[config.mk]
export PLATFORM = sky130hd
export DESIGN_NAME = mc_ctrl
export DESIGN_NICKNAME = d
export VERILOG_FILES = /design/src/rtl/mips_pkg.sv /design/src/rtl/mc_decode.sv /design/src/rtl/mc_ctrl.sv
export SDC_FILE = /design/constraint.sdc
export NUM_CORES = 1
export LEC_CHECK = 0
export CAP_MARGIN = 20
export CORE_ASPECT_RATIO = 1.2
export CORE_MARGIN = 2
export CORE_UTILIZATION = 24
export DETAILED_ROUTE_END_ITERATION = 10
export PLACE_DENSITY_LB_ADDON = 0.2
export SLEW_MARGIN = 10
export SYNTH_ARGS = -nofsm -noshare
export SYNTH_HDL_FRONTEND = slang
export SYNTH_SLANG_ARGS = --single-unit
[constraint.sdc]
create_clock -name clk -period 7.7 [get_ports clk]
set_input_delay 1.54 -clock clk [delete_from_list [all_inputs] [get_ports clk]]
set_output_delay 1.54 -clock clk [all_outputs]
set_load 0.01 [all_outputs]
[src/rtl/mips_pkg.sv]
// Shared encodings for the multi-cycle MIPS control path: FSM states,
// opcode/funct constants, datapath select codes and the decoded instruction class.
package mips_pkg;

  typedef enum logic [2:0] {
    S_FETCH  = 3'd0,
    S_DECODE = 3'd1,
    S_EXE    = 3'd2,
    S_MEM_RD = 3'd3,
    S_MEM_WR = 3'd4,
    S_WB     = 3'd5,
    S_BR     = 3'd6,
    S_JMP    = 3'd7
  } state_e;

  typedef enum logic [3:0] {
    IC_RTYPE_ALU = 4'd0,
    IC_JR        = 4'd1,
    IC_ORI       = 4'd2,
    IC_LUI       = 4'd3,
    IC_LW        = 4'd4,
    IC_SW        = 4'd5,
    IC_BEQ       = 4'd6,
    IC_J         = 4'd7,
    IC_JAL       = 4'd8,
    IC_ILLEGAL   = 4'd9
  } iclass_e;

  localparam logic [5:0] OP_RTYPE = 6'b000000;
  localparam logic [5:0] OP_ORI   = 6'b001101;
  localparam logic [5:0] OP_LUI   = 6'b001111;
  localparam logic [5:0] OP_LW    = 6'b100011;
  localparam logic [5:0] OP_SW    = 6'b101011;
  localparam logic [5:0] OP_BEQ   = 6'b000100;
  localparam logic [5:0] OP_J     = 6'b000010;
  localparam logic [5:0] OP_JAL   = 6'b000011;

  localparam logic [5:0] FN_ADDU  = 6'b100001;
  localparam logic [5:0] FN_SUBU  = 6'b100011;
  localparam logic [5:0] FN_JR    = 6'b001000;

  localparam logic [1:0] NPC_PC4  = 2'b00;
  localparam logic [1:0] NPC_BR   = 2'b01;
  localparam logic [1:0] NPC_JUMP = 2'b10;
  localparam logic [1:0] NPC_REG  = 2'b11;

  localparam logic [1:0] ALU_ADD  = 2'b00;
  localparam logic [1:0] ALU_SUB  = 2'b01;
  localparam logic [1:0] ALU_OR   = 2'b10;
  localparam logic [1:0] ALU_LUI  = 2'b11;

  localparam logic [1:0] GPR_RT   = 2'b00;
  localparam logic [1:0] GPR_RD   = 2'b01;
  localparam logic [1:0] GPR_RA   = 2'b10;

  localparam logic [1:0] WD_ALU   = 2'b00;
  localparam logic [1:0] WD_MEM   = 2'b01;
  localparam logic [1:0] WD_LINK  = 2'b10;

  // Bundle of every control output, so a checker can bind to one signal.
  typedef struct packed {
    logic       pc_wr;
    logic [1:0] npc_op;
    logic       ir_wr;
    logic       rf_wr;
    logic       dm_wr;
    logic       ext_op;
    logic       alu_src;
    logic [1:0] alu_op;
    logic [1:0] gpr_sel;
    logic [1:0] wd_sel;
  } ctrl_t;

endpackage

[src/rtl/mc_decode.sv]
// Combinational instruction classifier: maps Op/Funct onto the instruction
// class the control FSM sequences on.
module mc_decode
  import mips_pkg::*;
(
  input  logic [5:0] op,
  input  logic [5:0] funct,
  output iclass_e    cls
);

  always_comb begin
    cls = IC_ILLEGAL;
    case (op)
      OP_RTYPE: begin
        case (funct)
          FN_ADDU, FN_SUBU: cls = IC_RTYPE_ALU;
          FN_JR:            cls = IC_JR;
          default:          cls = IC_ILLEGAL;
        endcase
      end
      OP_ORI:  cls = IC_ORI;
      OP_LUI:  cls = IC_LUI;
      OP_LW:   cls = IC_LW;
      OP_SW:   cls = IC_SW;
      OP_BEQ:  cls = IC_BEQ;
      OP_J:    cls = IC_J;
      OP_JAL:  cls = IC_JAL;
      default: cls = IC_ILLEGAL;
    endcase
  end

endmodule

[src/rtl/mc_ctrl.sv]
// Multi-cycle MIPS control FSM: sequences FETCH/DECODE/EXE/MEM/WB/BR/JMP and
// drives all PC, IR, register-file and data-memory strobes plus datapath selects.
module mc_ctrl
  import mips_pkg::*;
(
  input  logic       clk,
  input  logic       rst,
  input  logic [5:0] Op,
  input  logic [5:0] Funct,
  input  logic       Zero,
  output logic       PCWr,
  output logic [1:0] NPCOp,
  output logic       IRWr,
  output logic       RFWr,
  output logic       DMWr,
  output logic       ExtOp,
  output logic       ALUSrc,
  output logic [1:0] ALUOp,
  output logic [1:0] GPRSel,
  output logic [1:0] WDSel
);

  state_e     state_q, state_d;
  logic [5:0] op_q, op_d;
  logic [5:0] funct_q, funct_d;
  logic [5:0] dec_op, dec_funct;
  iclass_e    cls;
  ctrl_t      ctrl;

  // DECODE classifies the live IR fields; every later state uses the latched copy.
  assign dec_op    = (state_q == S_DECODE) ? Op    : op_q;
  assign dec_funct = (state_q == S_DECODE) ? Funct : funct_q;

  mc_decode u_decode (
    .op    (dec_op),
    .funct (dec_funct),
    .cls   (cls)
  );

  always_ff @(posedge clk or posedge rst) begin
    if (rst) begin
      state_q <= S_FETCH;
      op_q    <= '0;
      funct_q <= '0;
    end else begin
      state_q <= state_d;
      op_q    <= op_d;
      funct_q <= funct_d;
    end
  end

  always_comb begin
    state_d = S_FETCH;
    op_d    = op_q;
    funct_d = funct_q;
    case (state_q)
      S_FETCH: state_d = S_DECODE;
      S_DECODE: begin
        op_d    = Op;
        funct_d = Funct;
        case (cls)
          IC_BEQ:                       state_d = S_BR;
          IC_J, IC_JAL, IC_JR:          state_d = S_JMP;
          IC_RTYPE_ALU, IC_ORI, IC_LUI,
          IC_LW, IC_SW:                 state_d = S_EXE;
          default:                      state_d = S_FETCH;
        endcase
      end
      S_EXE: begin
        case (cls)
          IC_LW:   state_d = S_MEM_RD;
          IC_SW:   state_d = S_MEM_WR;
          default: state_d = S_WB;
        endcase
      end
      S_MEM_RD: state_d = S_WB;
      default:  state_d = S_FETCH;
    endcase
  end

  always_comb begin
    ctrl = '0;
    case (state_q)
      S_FETCH: begin
        ctrl.ir_wr  = 1'b1;
        ctrl.pc_wr  = 1'b1;
        ctrl.npc_op = NPC_PC4;
      end
      S_EXE: begin
        case (cls)
          IC_LW, IC_SW: begin
            ctrl.alu_src = 1'b1;
            ctrl.ext_op  = 1'b1;
            ctrl.alu_op  = ALU_ADD;
          end
          IC_ORI: begin
            ctrl.alu_src = 1'b1;
            ctrl.ext_op  = 1'b0;
            ctrl.alu_op  = ALU_OR;
          end
          IC_LUI: begin
            ctrl.alu_src = 1'b1;
            ctrl.alu_op  = ALU_LUI;
          end
          IC_RTYPE_ALU: begin
            ctrl.alu_op = (funct_q == FN_SUBU) ? ALU_SUB : ALU_ADD;
          end
          default: ;
        endcase
      end
      S_MEM_WR: ctrl.dm_wr = 1'b1;
      S_WB: begin
        ctrl.rf_wr = 1'b1;
        case (cls)
          IC_RTYPE_ALU: begin
            ctrl.gpr_sel = GPR_RD;
            ctrl.wd_sel  = WD_ALU;
          end
          IC_LW: begin
            ctrl.gpr_sel = GPR_RT;
            ctrl.wd_sel  = WD_MEM;
          end
          default: begin
            ctrl.gpr_sel = GPR_RT;
            ctrl.wd_sel  = WD_ALU;
          end
        endcase
      end
      S_BR: begin
        ctrl.alu_op  = ALU_SUB;
        ctrl.alu_src = 1'b0;
        ctrl.npc_op  = NPC_BR;
        ctrl.pc_wr   = Zero;
      end
      S_JMP: begin
        ctrl.pc_wr = 1'b1;
        case (cls)
          IC_JAL: begin
            ctrl.npc_op  = NPC_JUMP;
            ctrl.rf_wr   = 1'b1;
            ctrl.gpr_sel = GPR_RA;
            ctrl.wd_sel  = WD_LINK;
          end
          IC_JR:   ctrl.npc_op = NPC_REG;
          default: ctrl.npc_op = NPC_JUMP;
        endcase
      end
      default: ;
    endcase
    // Reset kills every strobe combinationally, so an aborted store never lands.
    if (rst) ctrl = '0;
  end

  assign PCWr   = ctrl.pc_wr;
  assign NPCOp  = ctrl.npc_op;
  assign IRWr   = ctrl.ir_wr;
  assign RFWr   = ctrl.rf_wr;
  assign DMWr   = ctrl.dm_wr;
  assign ExtOp  = ctrl.ext_op;
  assign ALUSrc = ctrl.alu_src;
  assign ALUOp  = ctrl.alu_op;
  assign GPRSel = ctrl.gpr_sel;
  assign WDSel  = ctrl.wd_sel;

endmodule

==> impl_metrics.yaml <==
layout:
  drive_above_1_share_pct: 9.33
  antennaDiodeCount: 0
  syn_to_final_growth_pct: 24.4
  fillers: 582
  final_nets: 209
cts:
  clock_latency_ns: 0.25
  root_buffer: "clkbuf_8"
  numCtsBuffers: 3
  ctsLongestPathBuffers: 2
  cts_num_sinks: 15
  cts_resized: 0
  cts.clk_slew.worst_paths_ns: 0.07
  cts_tree: "built"
  postCtsSetupBuffers: 0
  htree_levels: 1
  hold_buffers: 0
placed_design:
  hpwl_um: 2700
  port_buffers: 28
  dpl_worst_slack_ns: 1.81
  place_congestion: 0.789
logic_synthesis:
  synth_edf_count: 0
  syn-num-nets: 189
  synth_warnings: 0
  synth_common_cells: "nand2_1, dfrtp_1, nor2_1, clkbuf_1, nor4_1"
  synth_cells: 174
  synth_cell_types: 54
  synth_top_area_share_pct: 27.9
  synth.area.top_cells: "dfrtp_1, nand2_1, nor4_1, nor2_1, and3_1"
  yosysMostFrequentCell: "nand2_1"
  ys.flop_type: "dfrtp_1"
  yosysSeqAreaShare_pct: 27.9
  synth-async-reset-ratio_pct: 100
  yosys.area.top_type: "dfrtp_1"
  synth_area_sq_um: 1350
  syn_area_per_cell_sq_um: 7.74
  synth_seq_cells: 15
critical_path:
  slowest_delay_ns: 0.56
  cp.arrival_ns: 4.38
  required_ns: 6.16
  crit_path_start: "Op[0]"
  crit_buf_inv: 2
  critPathTopFamily: "buffers and inverters"
  cpMaxStageDelayCell: "clkdlybuf4s50_1"
  crit_type: "input pin to output port"
  start_kind: "input pin"
  r2r-end: "state_q[2]"
  r2r_setup_slack_ns: 4.82
  cp_max_fo: 10
  crit_end: "ALUOp[0]"
  worst-r2r-cell-count: 7
  crit_chain: "clkdlybuf4s50_1 > or3_1 > a211oi_1 > o21ai_1 > a221oi_2 > and4_1 > o21ai_1 > a211oi_2 > clkdlybuf4s50_1"
  cp_num_cells: 9
  reg2reg_from: "state_q[0]"
  crit_path_end_kind: "output port"
run:
  drv_cap: 0
route:
  wl_per_cell_um: 14.3
  drc: 0
  drt_first_pass_iters: 4
  drtIter0Drc: 59
  ant_nets: 0
  vias_per_cell: 5.12
  vias: 1306
  wl_um: 3650
outcome:
  outcome: "complete, no violations"
power_and_ir_drop:
  ir_drop_v: 0.0000807
  p_int_uw: 274
  p_sw_uw: 251
  power_frac_clock_pct: 12.5
  pwr-share-comb_pct: 53.3
  leakage_nw: 0.642
  powerDensity_nw_per_um2: 313
  power.share.switching_pct: 47.8
  seqPwrFrac_pct: 34.2
floorplanning:
  die_height_um: 86.0
  die_w_um: 72.4
  io_pins: 29
  fp.coreArea_sq_um: 5330
  die-area_sq_um: 6230
  rows: 29
  initial_utilization_pct: 25.2
timing:
  fmax_ghz: 0.169
  fin_skew_ns: 0.00538
  fin_tns_setup_ns: 0
  rsz0062_at_grt: "false"
  min_period_over_period_pct: 76.9
  fin_crit_ns: 5.92
  relSlewSlack_pct: 40.3
  finalHoldViolCount: 0
  tightestPinTransition_ns: 0.894
  timing.final.ws_setup_ns: 1.78
  drv_slew: 0
  setup_viol_count_final: 0
grt:
  antenna_found_initial: 0
  grt_pass1_vias: 1346
  grt_max_degree: 23
  globalRouteOverflowTotal: 0
  grt_pass1_wl_um: 6430
  track_usage_pct: 12.8
min_path:
  worst_hold_path_type: "flop to flop"
sequential cells by signal, summed over array words and instances, names as in the netlist:
name	count
op_q	6
funct_q	6
state_q	3
cells by family after synthesis:
family                    Yosys count  share of synthesized area [%]
AOI/OAI and AO/OA                  33                           19.7
and+or+nand+nor                   104                           42.5
buffers and inverters              17                           6.60
xor gates and xnor gates            4                           2.60
DFF                                15                           27.9
muxes                               1                          0.744
worst min-delay path, cell delays in order, from the launching register on:
cell     delay [ns]
dfrtp_1        0.36
nand2_1        0.06
nand2_1        0.06
metal layers:
layer,track usage (%),vias up,wire length [um]
met5,0,-,0
met4,4.71,0,58
met3,2.00,6,142
met2,21.0,28,1690
met1,16.9,611,1760
li1,-,661,-
stage by stage:
stage               power [mW]  instances  hold WS, ns  util (%)  instance area (sq um)
global placement         0.462        251        0.473      30.6                   1630
CTS                      0.526        255        0.504      31.4                   1680
global route             0.577        255        0.527      31.4                   1680
finish                   0.525        255        0.502      31.4                   1680
detailed placement       0.459        251        0.488      30.6                   1630
floorplan                0.401        174        0.451         -                   1350
worst min-delay path by stage:
stage / from / endpoint / slack [ns] / cells after the start
finish: funct_q[0] / funct_q[0] / 0.50 / 2
global route: funct_q[0] / funct_q[0] / 0.53 / 2
CTS: funct_q[0] / funct_q[0] / 0.50 / 2
detailed placement: funct_q[0] / funct_q[0] / 0.49 / 2
global placement: funct_q[5] / funct_q[5] / 0.47 / 2
floorplan: funct_q[5] / funct_q[5] / 0.45 / 2
cell usage in the layout, fill, tap and decap left out, drive strengths merged, types with 3 or more instances in the layout:
| master | n |
|---|---|
| or3 | 4 |
| dfrtp | 15 |
| o211ai | 3 |
| nor2 | 11 |
| clkbuf | 4 |
| nand3 | 3 |
| a21oi | 6 |
| o21ai | 5 |
| nor3b | 3 |
| nor4 | 8 |
| a31oi | 3 |
| nand2 | 46 |
| inv | 4 |
| clkdlybuf4s50 | 28 |
| and3 | 7 |
| and2 | 3 |
| a211oi | 4 |
| nor2b | 4 |
power groups by stage:
| stage | sequential, mW | combinational, mW | clock (mW) |
|---|---|---|---|
| global placement | 0.180 | 0.282 | 0 |
| floorplan | 0.145 | 0.256 | 0 |
| finish | 0.180 | 0.280 | 0.0654 |
| CTS | 0.178 | 0.281 | 0.0673 |
| detailed placement | 0.179 | 0.280 | 0 |
| global route | 0.188 | 0.318 | 0.0718 |
final cells by class:
| class | count | area (sq um) | share of cell area [%] |
|---|---|---|---|
| multi-input combinational | 142 | 882 | 52.7 |
| sequential | 15 | 375 | 22.4 |
| tap | 62 | 77.6 | 4.63 |
| clock buffer | 4 | 45.0 | 2.69 |
| inverter | 4 | 15.0 | 0.896 |
| timing repair buffer | 28 | 280 | 16.7 |
Note: power is estimated with default switching activity, not from simulation.
